File: config.mk
export PLATFORM = sky130hd
export DESIGN_NAME = uart_tx_streamer
export DESIGN_NICKNAME = d
export VERILOG_FILES = /design/src/rtl/uart_tx_streamer.sv
export SDC_FILE = /design/constraint.sdc
export NUM_CORES = 1
export LEC_CHECK = 0
export CORE_ASPECT_RATIO = 1.75
export CORE_UTILIZATION = 58
export DETAILED_ROUTE_END_ITERATION = 7
export GPL_TIMING_DRIVEN = 0
export HOLD_SLACK_MARGIN = 0.12
export PLACE_DENSITY = 0.86
export SLEW_MARGIN = 20
export SYNTH_ARGS = -nofsm -noshare
export SYNTH_HDL_FRONTEND = slang
export SYNTH_SLANG_ARGS = --single-unit
File: constraint.sdc
create_clock -name clk_i -period 4.24 [get_ports clk_i]
set_input_delay 0.848 -clock clk_i [delete_from_list [all_inputs] [get_ports clk_i]]
set_output_delay 0.848 -clock clk_i [all_outputs]
set_load 0.005 [all_outputs]
File: src/rtl/uart_tx_streamer.sv
// uart_tx_streamer
//   Host-side feeder for the UART controller's Tx parallel port. Host bytes are
//   queued in a FIFO. A small FSM pops one byte at a time and presents it on
//   tx_start_o/tx_data_o, then waits for the controller to finish it via
//   tx_busy_i/tx_done_i.
//
//   state     | meaning
//   ----------+-----------------------------------------------------------
//   IDLE      | nothing in flight; launch the head byte when permitted
//   START     | tx_start_o held high, waiting for the controller to react
//   WAIT_DONE | controller is shifting the byte out, waiting for tx_done_i
//
// Ports
//   clk_i, rst_i          clock, asynchronous active-high reset
//   wr_valid_i/wr_data_i  host write; accepted when wr_ready_o is high
//   wr_ready_o            FIFO not full
//   flush_i               drop all queued bytes (the in-flight byte still completes)
//   stream_en_i           allow launching new characters
//   fifo_level_o          occupancy 0..FIFO_DEPTH
//   fifo_empty_o          occupancy is zero
//   fifo_full_o           occupancy is FIFO_DEPTH
//   busy_o                a character is in flight
//   tx_start_o/tx_data_o  to controller tx_start_i/tx_data_i
//   tx_busy_i/tx_done_i   from controller tx_busy_o/tx_done_o

module uart_tx_streamer #(
   parameter int MAX_UART_DATA_W = 8,
   parameter int FIFO_DEPTH      = 16,
   parameter int FIFO_ADDR_W     = 4
) (
   input  logic                       clk_i,
   input  logic                       rst_i,
   input  logic                       wr_valid_i,
   input  logic [MAX_UART_DATA_W-1:0] wr_data_i,
   output logic                       wr_ready_o,
   input  logic                       flush_i,
   input  logic                       stream_en_i,
   output logic [FIFO_ADDR_W:0]       fifo_level_o,
   output logic                       fifo_empty_o,
   output logic                       fifo_full_o,
   output logic                       busy_o,
   output logic                       tx_start_o,
   output logic [MAX_UART_DATA_W-1:0] tx_data_o,
   input  logic                       tx_busy_i,
   input  logic                       tx_done_i
);

   typedef enum logic [1:0] {
      ST_IDLE      = 2'd0,
      ST_START     = 2'd1,
      ST_WAIT_DONE = 2'd2
   } state_t;

   localparam logic [FIFO_ADDR_W:0]   LEVEL_MAX = (FIFO_ADDR_W+1)'(FIFO_DEPTH);
   localparam logic [FIFO_ADDR_W:0]   LEVEL_ONE = {{FIFO_ADDR_W{1'b0}}, 1'b1};
   localparam logic [FIFO_ADDR_W-1:0] PTR_ONE   = {{(FIFO_ADDR_W-1){1'b0}}, 1'b1};

   state_t                       state_q, state_d;
   logic [MAX_UART_DATA_W-1:0]   mem_q [FIFO_DEPTH];
   logic [FIFO_ADDR_W-1:0]       wr_ptr_q, rd_ptr_q;
   logic [FIFO_ADDR_W:0]         level_q;
   logic                         push, pop;
   logic                         tx_start_q, tx_start_d;
   logic [MAX_UART_DATA_W-1:0]   tx_data_q, tx_data_d;

   assign fifo_level_o = level_q;
   assign fifo_empty_o = (level_q == '0);
   assign fifo_full_o  = (level_q == LEVEL_MAX);
   assign wr_ready_o   = !fifo_full_o;
   assign busy_o       = (state_q != ST_IDLE);
   assign tx_start_o   = tx_start_q;
   assign tx_data_o    = tx_data_q;

   // Flush wins over both a same-cycle write and a launch.
   assign push = wr_valid_i && wr_ready_o && !flush_i;
   assign pop  = (state_q == ST_IDLE) && stream_en_i && !fifo_empty_o && !flush_i;

   // FIFO pointers and occupancy
   always_ff @(posedge clk_i or posedge rst_i) begin
      if (rst_i) begin
         wr_ptr_q <= '0;
         rd_ptr_q <= '0;
         level_q  <= '0;
      end else if (flush_i) begin
         rd_ptr_q <= wr_ptr_q;
         level_q  <= '0;
      end else begin
         if (push) wr_ptr_q <= wr_ptr_q + PTR_ONE;
         if (pop)  rd_ptr_q <= rd_ptr_q + PTR_ONE;
         unique case ({push, pop})
            2'b10:   level_q <= level_q + LEVEL_ONE;
            2'b01:   level_q <= level_q - LEVEL_ONE;
            default: level_q <= level_q;
         endcase
      end
   end

   // Storage carries no reset; the pointers define which entries are valid.
   always_ff @(posedge clk_i) begin
      if (push) mem_q[wr_ptr_q] <= wr_data_i;
   end

   // FSM state and registered outputs
   always_ff @(posedge clk_i or posedge rst_i) begin
      if (rst_i) begin
         state_q    <= ST_IDLE;
         tx_start_q <= 1'b0;
         tx_data_q  <= '0;
      end else begin
         state_q    <= state_d;
         tx_start_q <= tx_start_d;
         tx_data_q  <= tx_data_d;
      end
   end

   // Next state. A done seen while still in START means the controller finished
   // without a visible busy phase, so the character is complete.
   always_comb begin
      state_d = state_q;
      unique case (state_q)
         ST_IDLE:      if (pop) state_d = ST_START;
         ST_START: begin
            if (tx_done_i)      state_d = ST_IDLE;
            else if (tx_busy_i) state_d = ST_WAIT_DONE;
         end
         ST_WAIT_DONE: if (tx_done_i) state_d = ST_IDLE;
         default:      state_d = ST_IDLE;
      endcase
   end

   // Next values of the registered outputs; tx_data holds between characters.
   always_comb begin
      tx_start_d = 1'b0;
      tx_data_d  = tx_data_q;
      unique case (state_q)
         ST_IDLE: begin
            if (pop) begin
               tx_start_d = 1'b1;
               tx_data_d  = mem_q[rd_ptr_q];
            end
         end
         ST_START:     tx_start_d = !(tx_done_i || tx_busy_i);
         ST_WAIT_DONE: tx_start_d = 1'b0;
         default:      tx_start_d = 1'b0;
      endcase
   end

endmodule
==> results.md, run 1 <==
* Status: complete, no violations
* Yosys Warn Count at 0
* Post-Route Utilization at 70.6%
* CP Launch Type: input pin
* Congestion Overflow GR at 0
* Die Width at 80.3 um
* Setup bufs post-CTS at 0
* Post-synthesis cell type count at 40
* Met3 wire len at 621 um
* Count of hold-fix buffers inserted at cts at 0
* Root buf cell: clkbuf_16
* Syn Inst Count at 340
* Met2 WL post-DR at 6850 um
* Top cell type's share of synthesized area at 61.8%
* Worst Skew at 0.0107 ns
* DRC viols at 0
* Ant. Diodes at 0
* CTS tree: built
* First-pass GRT wire length at 19,600 um
* CP Capture Type: register
* IO Count at 33
* Mapped Avg Cell Area at 18.3 um^2
* Max Cap Violations at 0
* Achievable Freq at 274 MHz
* Drt first pass iters at 5
* Peak supply drop at 0.487 mV
* # H-tree levels at 4
* Fin. max-slew vios at 0
* Crit-path max FO at 6
* Cell row count at 49
* CTS Sinks at 152
* Port buffer count at 31
* Vias in the first global route at 3,553
* Post-route minimum period at 3.65 ns
* Setup violators final at 0
* Post-synthesis sequential area ratio at 71.5%
* Clock tree buffer depth at 2
* Die H at 139 um
* Via/cell ratio at 6.28
* Routability cong. at 0.799
* Worst Setup Path Type: in -> reg
* Initial antenna violation count at 0
* WP data required at 4.57 ns
* Layout area overhead at 17.7%
* Number of synthesized register bits at 152
* Layout cell share with drive strength beyond 1 at 18.1%
* Power Dens Cells at 667 nW/um^2
* Die area at 11,200 um^2
* Initial DRC count at 298
* Met1 WL at 4630 um
* Clock slew at reported path FFs at 0.06 ns
* Avg WL per Cell at 24.2 um
* All-Layer GR Usage at 25.6%
* Fillers at 590
* Synthesized cell area at 6220 um^2
* Largest net degree at the start of global routing at 25
* Worst-Margin Slew at 0.958 ns
* Unrepaired setup endpoints after global routing: false
* Clock latency on the worst-skew pair at 0.42 ns
* Vias at 3,326
* Area leader, netlist: edfxtp_1
* Post-synth net total at 364
* CP arrival at 3.97 ns
* Largest cells by area after synthesis: edfxtp_1 62%, mux4_2 12%, dfrtp_1 9.7%, mux2i_1 3.1%, ha_1 1.6%
* Final Cycle Share at 86.0%
* Rel. slew slack at 36.1%
* Nets at 414
* DR top layer: met4
* Routed WL at 12,800 um
* HPWL after detailed placement at 8330 um
* ANT nets after route at 0
* Final setup TNS at 0 ns
* Fin. Hold Viols at 0
* Starting density of the core at 60.0%
* P_leak at 2.56 nW
* Core area at 10,400 um^2
* CTS buffer count at 17
* Worst hold path class: reg -> reg
* PostCTS Resize Cnt at 0
==> metrics by stage <==
stage	power, mW	setup WS [ns]	cell area, um^2	instances	hold slack [ns]
4_1_cts	4.89	0.670	7320	530	0.516
5_1_grt	5.06	0.420	7320	530	0.539
3_3_place_gp	3.23	0.384	6690	498	0.471
2_1_floorplan	2.81	1.08	6220	340	0.480
3_5_place_dp	3.29	0.254	6690	498	0.478
6_report	4.88	0.595	7320	530	0.515
==> power breakdown <==
part           leakage (nW)  internal (mW)  switching (mW)
logic                 0.797          0.664           0.741
registers              1.46           1.79           0.105
clock network         0.301           1.02           0.563
total                  2.56           3.47            1.41
==> path summary, 6_finish.rpt <==
check                              from              end  slack [ns]  depth (start not counted)
setup / recovery            stream_en_i  fifo_level_o[4]        0.59                         11
hold / removal             tx_data_o[5]     tx_data_o[5]        0.51                          2
setup reg to reg             state_q[0]  fifo_level_o[4]        1.06                         10
hold reg to reg            tx_data_o[5]     tx_data_o[5]        0.51                          2
max in group asynchronous         rst_i  fifo_level_o[3]        2.69                          2
min in group asynchronous         rst_i       tx_start_o        0.96                          2
==> area by class of cell <==
cell class	instances	area (um^2)	share of cell area (%)
Buffer	15	63.8	0.872
Clock buffer	22	464	6.34
Clock inverter	10	166	2.27
Inverter	16	60.1	0.821
Multi-Input combinational cell	157	1650	22.6
Sequential cell	152	4440	60.7
Tap cell	127	159	2.17
Timing Repair Buffer	31	310	4.24
==> registers in the layout, indices dropped and copies added (netlist names) <==
name / flops
rd_ptr_q: 4
mem_q: 128
tx_data_o: 8
fifo_level_o: 5
wr_ptr_q: 4
state_q: 2
tx_start_o: 1
==> per-layer routing <==
| metal | up-vias | GRT usage (%) |
|---|---|---|
| met5 | - | 0 |
| met4 | 0 | 17.3 |
| met3 | 35 | 6.18 |
| met2 | 143 | 42.6 |
| met1 | 1708 | 28.4 |
| li1 | 1440 | - |
==> synth_stat cells, drive strengths merged <==
master    n
edfxtp  128
mux4     32
dfrtp    24
mux2i    19
nand2    17
inv      16
nor2     15
and2     13
clkbuf    9
ha        8
o221ai    8
o21ai     7
xnor2     7
buf       6
a211oi    2
a21boi    2
a21oi     2
and3      2
nand3     2
nor4      2
nor4b     2
o41ai     2
xor2      2
a21o      1
a31oi     1
fa        1
mux2      1
nand2b    1
nand3b    1
nand4     1
nor2b     1
nor3      1
o211ai    1
o31ai     1
o41a      1
or4       1
==> worst max-delay path, cell delays in order <==
cell and delay [ns]:
clkdlybuf4s50_1 0.51, nor4b_1 0.42, a21boi_1 0.49, nand2_1 0.19, inv_1 0.17, ha_1 0.29, nor2b_1 0.15, o21ai_0 0.29
a211oi_1 0.16, o41a_1 0.39, o31ai_1 0.07
==> cells by family (layout without fill, tap and decap cells) <==
kind of cell,Yosys count,in the layout,synth area share (%)
adder cells (fa/ha/maj),9,9,1.93
XOR/XNOR,9,9,1.39
buffers and inverters,31,94,1.99
AND/OR/NAND/NOR,59,59,4.85
flip-flops,152,152,71.5
multiplexers,52,52,14.8
AO/OA/AOI/OAI,28,28,3.54
==> layout by cell type (no fill, tap or decap), types with 2 or more instances in the layout <==
cell type / instances
o41ai_1: 2
xnor2_1: 6
nand3_1: 2
nand2_1: 17
nor2_1: 15
ha_1: 8
buf_2: 6
edfxtp_1: 128
mux4_2: 32
a21oi_1: 2
clkdlybuf4s50_1: 31
clkbuf_1: 12
nor4b_1: 2
o221ai_1: 8
dfrtp_1: 24
nor4_1: 2
inv_1: 16
a211oi_1: 2
bufinv_16: 4
clkinvlp_4: 2
and2_1: 13
xor2_1: 2
mux2i_1: 19
o21ai_0: 5
inv_6: 2
clkbuf_8: 2
clkbuf_16: 17
and3_1: 2
No activity file was read; power rests on OpenSTA's default activity.
==> run 2, diff against run 1 <==
- CORE_ASPECT_RATIO: 1.75 -> 1.25
==> results.md, run 2 (same netlist as run 1, synthesis figures left out) <==
* Count of hold-fix buffers inserted at cts at 0 (unchanged)
* Die area at 11,100 um^2 (was 11,200 um^2)
* Rel. slew slack at 34.7% (was 36.1%)
* CTS Sinks at 152 (unchanged)
* Port buffer count at 31 (unchanged)
* Worst path bufs/invs at 2 (unchanged)
* Core area at 10,300 um^2 (was 10,400 um^2)
* Routability cong. at 0.804 (was 0.799)
* WP data required at 4.57 ns (about the same)
* All-Layer GR Usage at 25.7% (was 25.6%)
* IO Count at 33 (unchanged)
* Final setup TNS at 0 ns (unchanged)
* ANT nets after route at 0 (unchanged)
* Clock slew at reported path FFs at 0.06 ns (about the same)
* Avg WL per Cell at 24.0 um (was 24.2 um)
* Die H at 118 um (was 139 um)
* Cell row count at 41 (was 49)
* HPWL after detailed placement at 7780 um (was 8330 um)
* Layout area overhead at 17.0% (was 17.7%)
* Post-Route Utilization at 70.9% (was 70.6%)
* FF-to-FF path depth at 10 (unchanged)
* Worst hold path class: reg -> reg (unchanged)
* Post-route minimum period at 3.43 ns (was 3.65 ns)
* FF-to-FF End: fifo_level_o[4] (unchanged)
* Nets at 414 (unchanged)
* Ant. Diodes at 0 (unchanged)
* Worst Skew at 0.00835 ns (was 0.0107 ns)
* Vias in the first global route at 3,488 (was 3,553)
* Last element of the critical path: fifo_level_o[4] (unchanged)
* Stages on worst setup path at 11 (unchanged)
* Unrepaired setup endpoints after global routing: false (unchanged)
* Peak supply drop at 0.393 mV (was 0.487 mV)
* Largest net degree at the start of global routing at 25 (unchanged)
* Status: complete, no violations (unchanged)
* Die Width at 94.6 um (was 80.3 um)
* Root buf cell: clkbuf_16 (unchanged)
* First-pass GRT wire length at 19,700 um (was 19,600 um)
* Layout cell share with drive strength beyond 1 at 18.9% (was 18.1%)
* Fin. Hold Viols at 0 (unchanged)
* Biggest register: mem_q (unchanged)
* DRC viols at 0 (unchanged)
* # H-tree levels at 4 (unchanged)
* Via/cell ratio at 6.30 (was 6.28)
* Setup violators final at 0 (unchanged)
* Final Cycle Share at 81.0% (was 86.0%)
* R2r startpoint: fifo_level_o[0] (was state_q[0])
* CP Cell Sequence: clkdlybuf4s50_1 -> nor4b_1 -> a21boi_1 -> nand2_1 -> inv_1 -> ha_1 -> nor2b_1 -> o21ai_0 -> a211oi_1 -> o41a_1 -> o31ai_1 (unchanged)
* P_leak at 2.53 nW (was 2.56 nW)
* Achievable Freq at 291 MHz (was 274 MHz)
* Leading cell type in the layout, fill and taps excluded: edfxtp_1 (unchanged)
* Clock latency on the worst-skew pair at 0.42 ns (about the same)
* Setup bufs post-CTS at 0 (unchanged)
* Setup WS pre-CTS at 0.389 ns (was 0.254 ns)
* Worst-Margin Slew at 0.978 ns (was 0.958 ns)
* CP arrival at 3.76 ns (was 3.97 ns)
* Initial antenna violation count at 0 (unchanged)
* CP Capture Type: register (unchanged)
* Starting density of the core at 60.6% (was 60.0%)
* CP Launch Type: input pin (unchanged)
* Vias at 3,352 (was 3,326)
* Clock tree buffer depth at 2 (unchanged)
* Worst Setup Path Type: in -> reg (unchanged)
* Crit-path max FO at 6 (unchanged)
* Final worst setup slack at 0.808 ns (was 0.595 ns)
* Max reg flops at 128 (unchanged)
* CTS buffer count at 17 (unchanged)
* Max Cap Violations at 0 (unchanged)
* Congestion Overflow GR at 0 (unchanged)
* R2R setup slack at 1.13 ns (was 1.06 ns)
* Power Dens Cells at 654 nW/um^2 (was 667 nW/um^2)
* Initial DRC count at 340 (was 298)
* Crit. Startpoint: stream_en_i (unchanged)
* CTS tree: built (unchanged)
* Leading cell types in the layout, fill and taps excluded: 128 x edfxtp_1, 32 x mux4_2, 31 x clkdlybuf4s50_1 (unchanged)
* Slowest cell on crit path: clkdlybuf4s50_1 (unchanged)
* Crit path max-delay family: compound AO/OA/AOI/OAI gates (unchanged)
* Drt first pass iters at 5 (unchanged)
* Routed WL at 12,800 um (about the same)
* Max stage delay on crit path at 0.51 ns (about the same)
* PostCTS Resize Cnt at 0 (unchanged)
* Fin. max-slew vios at 0 (unchanged)
## run 2: routing by layer
metal / vias up / GRT usage [%] / wire length (um)
met5: - / 0 / 0
met4: 0 / 11.5 / 487
met3: 34 / 6.20 / 825
li1: 1438 / - / -
met2: 176 / 42.0 / 6660
met1: 1704 / 32.3 / 4810
## run 2: worst reg2reg max path, stage by stage (launching register included)
cell and delay, ns:
dfrtp_1 0.44, or4_4 0.61, o21ai_2 0.33, nand2_1 0.16, inv_1 0.16, ha_1 0.28
nor2b_1 0.14, o21ai_0 0.29, a211oi_1 0.15, o41a_1 0.39, o31ai_1 0.07
## run 2: worst min path at each step
stage,from,endpoint,slack (ns),cells after the start
floorplan,tx_data_o[0],tx_data_o[0],0.48,2
global placement,tx_data_o[6],tx_data_o[6],0.48,2
detailed placement,tx_data_o[7],tx_data_o[7],0.48,2
CTS,tx_data_o[7],tx_data_o[7],0.50,2
global route,tx_data_o[4],tx_data_o[4],0.53,2
finish,tx_data_o[7],tx_data_o[7],0.50,2
## run 2: cell type report
type	instances	area [um^2]
plain buffers	15	63.8
clock buffers	18	439
clock inverters	14	149
fillers	617	2980
inverters	16	60.1
multi-input cells	157	1650
flip-flops and latches	152	4440
well taps	129	161
repair buffers	31	310
## run 2: power breakdown
part | switching, mW | internal, mW | leakage, nW
clock | 0.598 | 0.883 | 0.279
sequential | 0.104 | 1.79 | 1.46
combinational | 0.729 | 0.662 | 0.797
## run 2: metrics by stage
stage / instance area, um^2 / total power [mW] / hold WS, ns / std cells
6_report: 7280 / 4.76 / 0.499 / 532
5_1_grt: 7280 / 4.96 / 0.527 / 532
4_1_cts: 7280 / 4.77 / 0.501 / 532
3_5_place_dp: 6690 / 3.28 / 0.481 / 500
3_3_place_gp: 6690 / 3.22 / 0.481 / 500
2_1_floorplan: 6220 / 2.81 / 0.480 / 340
==> patch 1, RTL diff (flow settings as in run 1) <==
Put one more register stage on the output `fifo_level_o`, with the module's reset. The value now appears one clock later. The other outputs are not delayed to match.
--- a/src/rtl/uart_tx_streamer.sv
+++ b/src/rtl/uart_tx_streamer.sv
@@ -65,3 +65,9 @@
 
-   assign fifo_level_o = level_q;
+   always_ff @(posedge clk_i or posedge rst_i) begin
+      if (rst_i) begin
+         fifo_level_o <= '0;
+      end else begin
+         fifo_level_o <= level_q;
+      end
+   end
    assign fifo_empty_o = (level_q == '0);
Formal check against the unedited RTL: not equivalent (a bounded check fails within 4 cycles, from zero or initial values and one cycle with rst_i high).
==> patch 1 against run 1 <==
  * Setup slack better by 0.29 ns
  * Sequential cell count increased by 5
  * Power decreased by 1.8%
  * Count of clock-buffer cells in the layout shrank 2
  * Core utilization fell by 1.3 points
  * Wire length increased by 4.6%
  * Synthesized cell count is 1.5% higher
  * Synthesized area grew 2.7%
  * Critical path depth rose by 1
  * Sequential power up 3%
  * Design area increased by 1.4%
  * Critical endpoint is now level_q[4]
==> patch 1: results (changes against run 1) <==
[status]
status = finished clean

[final_layout]
nClkBuffers = 20  ; -9.1%
seq_area_share_pct = 61.61  ; +0.88 points
multi_input_area_sq_um = 1683  ; +2.0%
n_all_buffers = 47  ; +2.2%
layout-drive-gt1-share_pct = 18.43  ; +0.31 points
multi_input_comb_cells = 156  ; -0.64%
clk_share_pct = 7.507  ; -1.1 points
fillers = 638  ; +8.1%
buffer_area_share_pct = 5.196  ; +0.084 points
fin_nets = 419  ; +1.2%
fin_cells = 537  ; +1.3%
design_area_sq_um = 7417  ; +1.4%

[global_routing]
grt_pass1_wl_mm = 20.47  ; +4.5%
grt_pass1_vias = 3453  ; -2.8%
grt_antenna_before_repair = 0  ; unchanged
grt_start_max_net_pins = 30  ; +20%
grtUsageTotal_pct = 26.54  ; +0.97 points

[critical_path]
rrSetupSlack_ns = 0.88  ; -0.18 ns
cp_slowest_cell = or4_4
arrival_ns = 3.69  ; -0.28 ns
cp_top_family = simple AND/OR/NAND/NOR gates
r2r-start = level_q[3]
critPathMaxStageDelay_ns = 0.54  ; +0.03 ns
timing.rr.end = level_q[4]
r2r_cells = 12  ; +2

[placed_design]
place_hpwl_mm = 8.495  ; +2.0%
dp_slack_ns = 0.7956  ; +0.5418 ns
postPlaceCellArea_sq_um = 6860  ; +2.6%
place_congestion = 0.8244  ; +3.2%

[sta]
min_period_over_period_pct = 79.14  ; -6.8 points
tightest_slew_ns = 0.9507  ; -0.007311 ns
hold_slack_ns = 0.4485  ; -0.06633 ns
worst_clock_skew_ns = 0.006226  ; -0.004437 ns

[logic_synthesis]
yosys.area_share.adder_pct = 1.881  ; -0.051 points
netlist_top_cells_count = edfxtp_1 (128), mux4_2 (32), dfrtp_1 (29)
yosysUniqueCellTypes = 39  ; -2.5%
ys_seq_elements = 157  ; +3.3%
synth.top_cells.by_area = edfxtp_1 (60%), dfrtp_1 (11%), mux4_2 (11%), mux2i_1 (3.0%), ha_1 (1.6%)
ys_seq_area_share_pct = 71.54  ; about the same
syn-num-nets = 369  ; +1.4%
syn_avg_cell_area_sq_um = 18.51  ; +1.2%
ys_async_sr_fraction_pct = 18.47  ; +2.7 points
synthMuxAreaShare_pct = 14.44  ; -0.39 points
synth_compound_area_share_pct = 3.330  ; -0.21 points
synth_xor_area_share_pct = 1.665  ; +0.28 points

[hold_path]
min_from = level_q[3]
min_to = fifo_level_o[3]
worstHoldPathCells = 0  ; -2

[clocking]
htree_levels = 4  ; unchanged

[route]
drt_iter0_drc = 241  ; -19%
drt-total-wl_mm = 13.40  ; +4.6%
drtPass1Iterations = 4  ; -1

[power]
irDropWorstVdd_mv = 0.5667  ; +16%
power.leakage_uw = 0.002592  ; +1.4%

[die]
well_tap_count = 130  ; +2.4%

## patch 1: cell types whose count changed in the layout (fill, tap and decap cells not counted), moves of 2 or more
| cell | delta |
|---|---|
| dfrtp_1 | +5 |
| and4b_1 | +2 |
| bufinv_16 | -2 |
| clkbuf_8 | -2 |
| clkinv_1 | +2 |
| clkinvlp_4 | +2 |
| o21ai_4 | +2 |
| or2_2 | +2 |
## patch 1: worst max path at each step
stage,endpoint
finish,level_q[4]
global placement,level_q[4]
CTS,level_q[4]
detailed placement,level_q[4]
global route,level_q[4]
floorplan,level_q[4]
## patch 1: report_power, final
group / internal [uW] / switching [uW]
registers: 1850 / 107
clock network: 860 / 587
logic: 665 / 725
## patch 1: layer usage
metal | global-route usage (%) | part of all wire, %
met4 | 13.82 | 4.1
met2 | 45.35 | 56
met5 | 0 | 0
met1 | 30.46 | 35
met3 | 5.761 | 4.4
==> patch 2, RTL diff (flow settings as in run 1) <==
Without the edit above. Change the parameter `FIFO_DEPTH` from 16 to 32.
--- a/src/rtl/uart_tx_streamer.sv
+++ b/src/rtl/uart_tx_streamer.sv
@@ -27,3 +27,3 @@
    parameter int MAX_UART_DATA_W = 8,
-   parameter int FIFO_DEPTH      = 16,
+   parameter int FIFO_DEPTH      = 32,
    parameter int FIFO_ADDR_W     = 4
Formal check against the unedited RTL: not equivalent (Yosys sat finds a counterexample within 4 cycles, from zero or initial values and one cycle with rst_i high).
==> patch 2 against run 1 <==
  * Design area shrank 1.7%
  * Register-to-register slack lost 0.11 ns
  * Wire length grew 2.0%
  * Sequential cell count is the same
  * Setup slack lost 0.067 ns
  * Synthesized area shrank 1.3%
  * Power shrank 3.2%
  * Clock power shrank 8%
==> patch 2: results (changes against run 1) <==
[status]
status = finished clean

[route]
drt_iter0_drc = 323  ; +8.4%
wl_met3_um = 759  ; +22%
route.met2.wl_mm = 7.274  ; +6.2%
wl_per_cell_um = 24.97  ; +3.3%
wl_met1_mm = 4.428  ; -4.4%

[logic_synthesis]
synth_compound_area_share_pct = 3.119  ; -0.42 points
synthMuxAreaShare_pct = 14.88  ; +0.051 points
syn-num-nets = 357  ; -1.9%
ys_seq_area_share_pct = 72.40  ; +0.93 points
synth_xor_area_share_pct = 1.284  ; -0.10 points
netlist_top_cells_count = edfxtp_1 (128), mux4_2 (32), dfrtp_1 (24)
yosys.area_share.adder_pct = 1.957  ; +0.025 points
yosysUniqueCellTypes = 38  ; -5.0%
synth_edf_count = 128  ; unchanged
synth.top_cells.by_area = edfxtp_1 (63%), mux4_2 (12%), dfrtp_1 (9.8%), mux2i_1 (2.8%), ha_1 (1.6%)
yosys_warnings = 0  ; unchanged
ys_async_sr_fraction_pct = 15.79  ; unchanged

[placed_design]
place_congestion = 0.8024  ; +0.49%
portBuffers = 31  ; unchanged
postPlaceCellArea_sq_um = 6628  ; -0.90%
place_hpwl_mm = 8.115  ; -2.6%

[sta]
worst_clock_skew_ns = 0.009125  ; -0.001538 ns
maxSlewHeadroom_pct = 36.67  ; +0.61 points

[critical_path]
cp_top_family = simple AND/OR/NAND/NOR gates
critPathMaxStageDelay_ns = 0.48  ; -0.03 ns
path_max_fanout = 5  ; -1
cp_slowest_cell = or4b_1
arrival_ns = 4.02  ; +0.05 ns

[power]
p_int_uw = 3260  ; -6.0%
pg_comb_uw = 1390
irDropWorstVdd_mv = 0.4774  ; -2.0%
power.leakage_uw = 0.002458  ; -3.9%
clkPwrFrac_pct = 30.7  ; -1.7 points

[clocking]
cts_buffer_depth = 2  ; unchanged
post_cts_buffers = 0  ; unchanged
postCtsResizedCells = 0  ; unchanged
cts_made_buffers = 17  ; unchanged
cts_hold_buf = 0  ; unchanged
cts-root-buf = clkbuf_16

[global_routing]
grt_start_max_net_pins = 25  ; unchanged
grtUsageTotal_pct = 26.39  ; +0.82 points
gr-usage-met1_pct = 29.73  ; +1.4 points
globalRouteMet3Util_pct = 6.205  ; +0.020 points
grt_pass1_wl_mm = 19.93  ; +1.8%
grt_pass1_vias = 3525  ; -0.79%
grt_antenna_before_repair = 0  ; unchanged
grt_use_met2_pct = 44.58  ; +2.0 points

[final_layout]
layout-drive-gt1-share_pct = 20.20  ; +2.1 points
fillers = 618  ; +4.7%
regMostFlops = mem_q
fin_nets = 407  ; -1.7%

[hold_path]
hold_path_class = flip-flop to flip-flop

-- patch 2: cell types whose count changed after synthesis, moves of 3 or more --
cell	change
nor3_1	+4
o21a_1	+3
and2_1	-13
nand2_1	+6
inv_1	-8
buf_1	+3
clkbuf_1	-3
-- patch 2: worst reg2reg max path, stage by stage, from the launching register on --
cell	delay [ns]
dfrtp_1	0.41
or3b_1	0.39
buf_2	0.16
nor2_1	0.14
nand2_1	0.10
or2_2	0.32
inv_1	0.13
ha_1	0.28
nor2b_1	0.15
o21a_1	0.21
or4b_1	0.48
nand2_1	0.09
mux2_1	0.31
-- patch 2: worst paths after layout --
kind,from,to,slack [ns],cells past startpoint
min reg2reg,tx_data_o[6],tx_data_o[6],0.49,2
max in group asynchronous,rst_i,tx_data_o[7],2.97,2
min,tx_data_o[6],tx_data_o[6],0.49,2
min in group asynchronous,rst_i,rd_ptr_q[0],0.83,2
max,stream_en_i,fifo_level_o[4],0.53,13
max reg2reg,state_q[0],fifo_level_o[4],0.95,12
-- patch 2: cell type report --
| cell class | instances | area share, % |
|---|---|---|
| clock inverters | 14 | 1.947 |
| repair buffers | 31 | 4.312 |
| plain buffers | 18 | 1.130 |
| inverters | 8 | 0.4172 |
| well taps | 127 | 2.208 |
| clock buffers | 18 | 5.963 |
| flip-flops and latches | 152 | 61.75 |
| multi-input cells | 155 | 22.27 |
-- patch 2: per-stage QoR --
stage          setup slack (ns)  util (%)  total power (uW)  std cells  hold WS (ns)
3_3_place_gp             0.2514     64.15              3192        491        0.4729
6_report                 0.5281     69.87              4721        523        0.4911
3_5_place_dp             0.1413     64.35              3267        491        0.4759
2_1_floorplan            0.8538         -              2766        333        0.4799
4_1_cts                  0.5500     69.87              4720        523        0.4951
5_1_grt                  0.3957     69.87              4908        523        0.5109
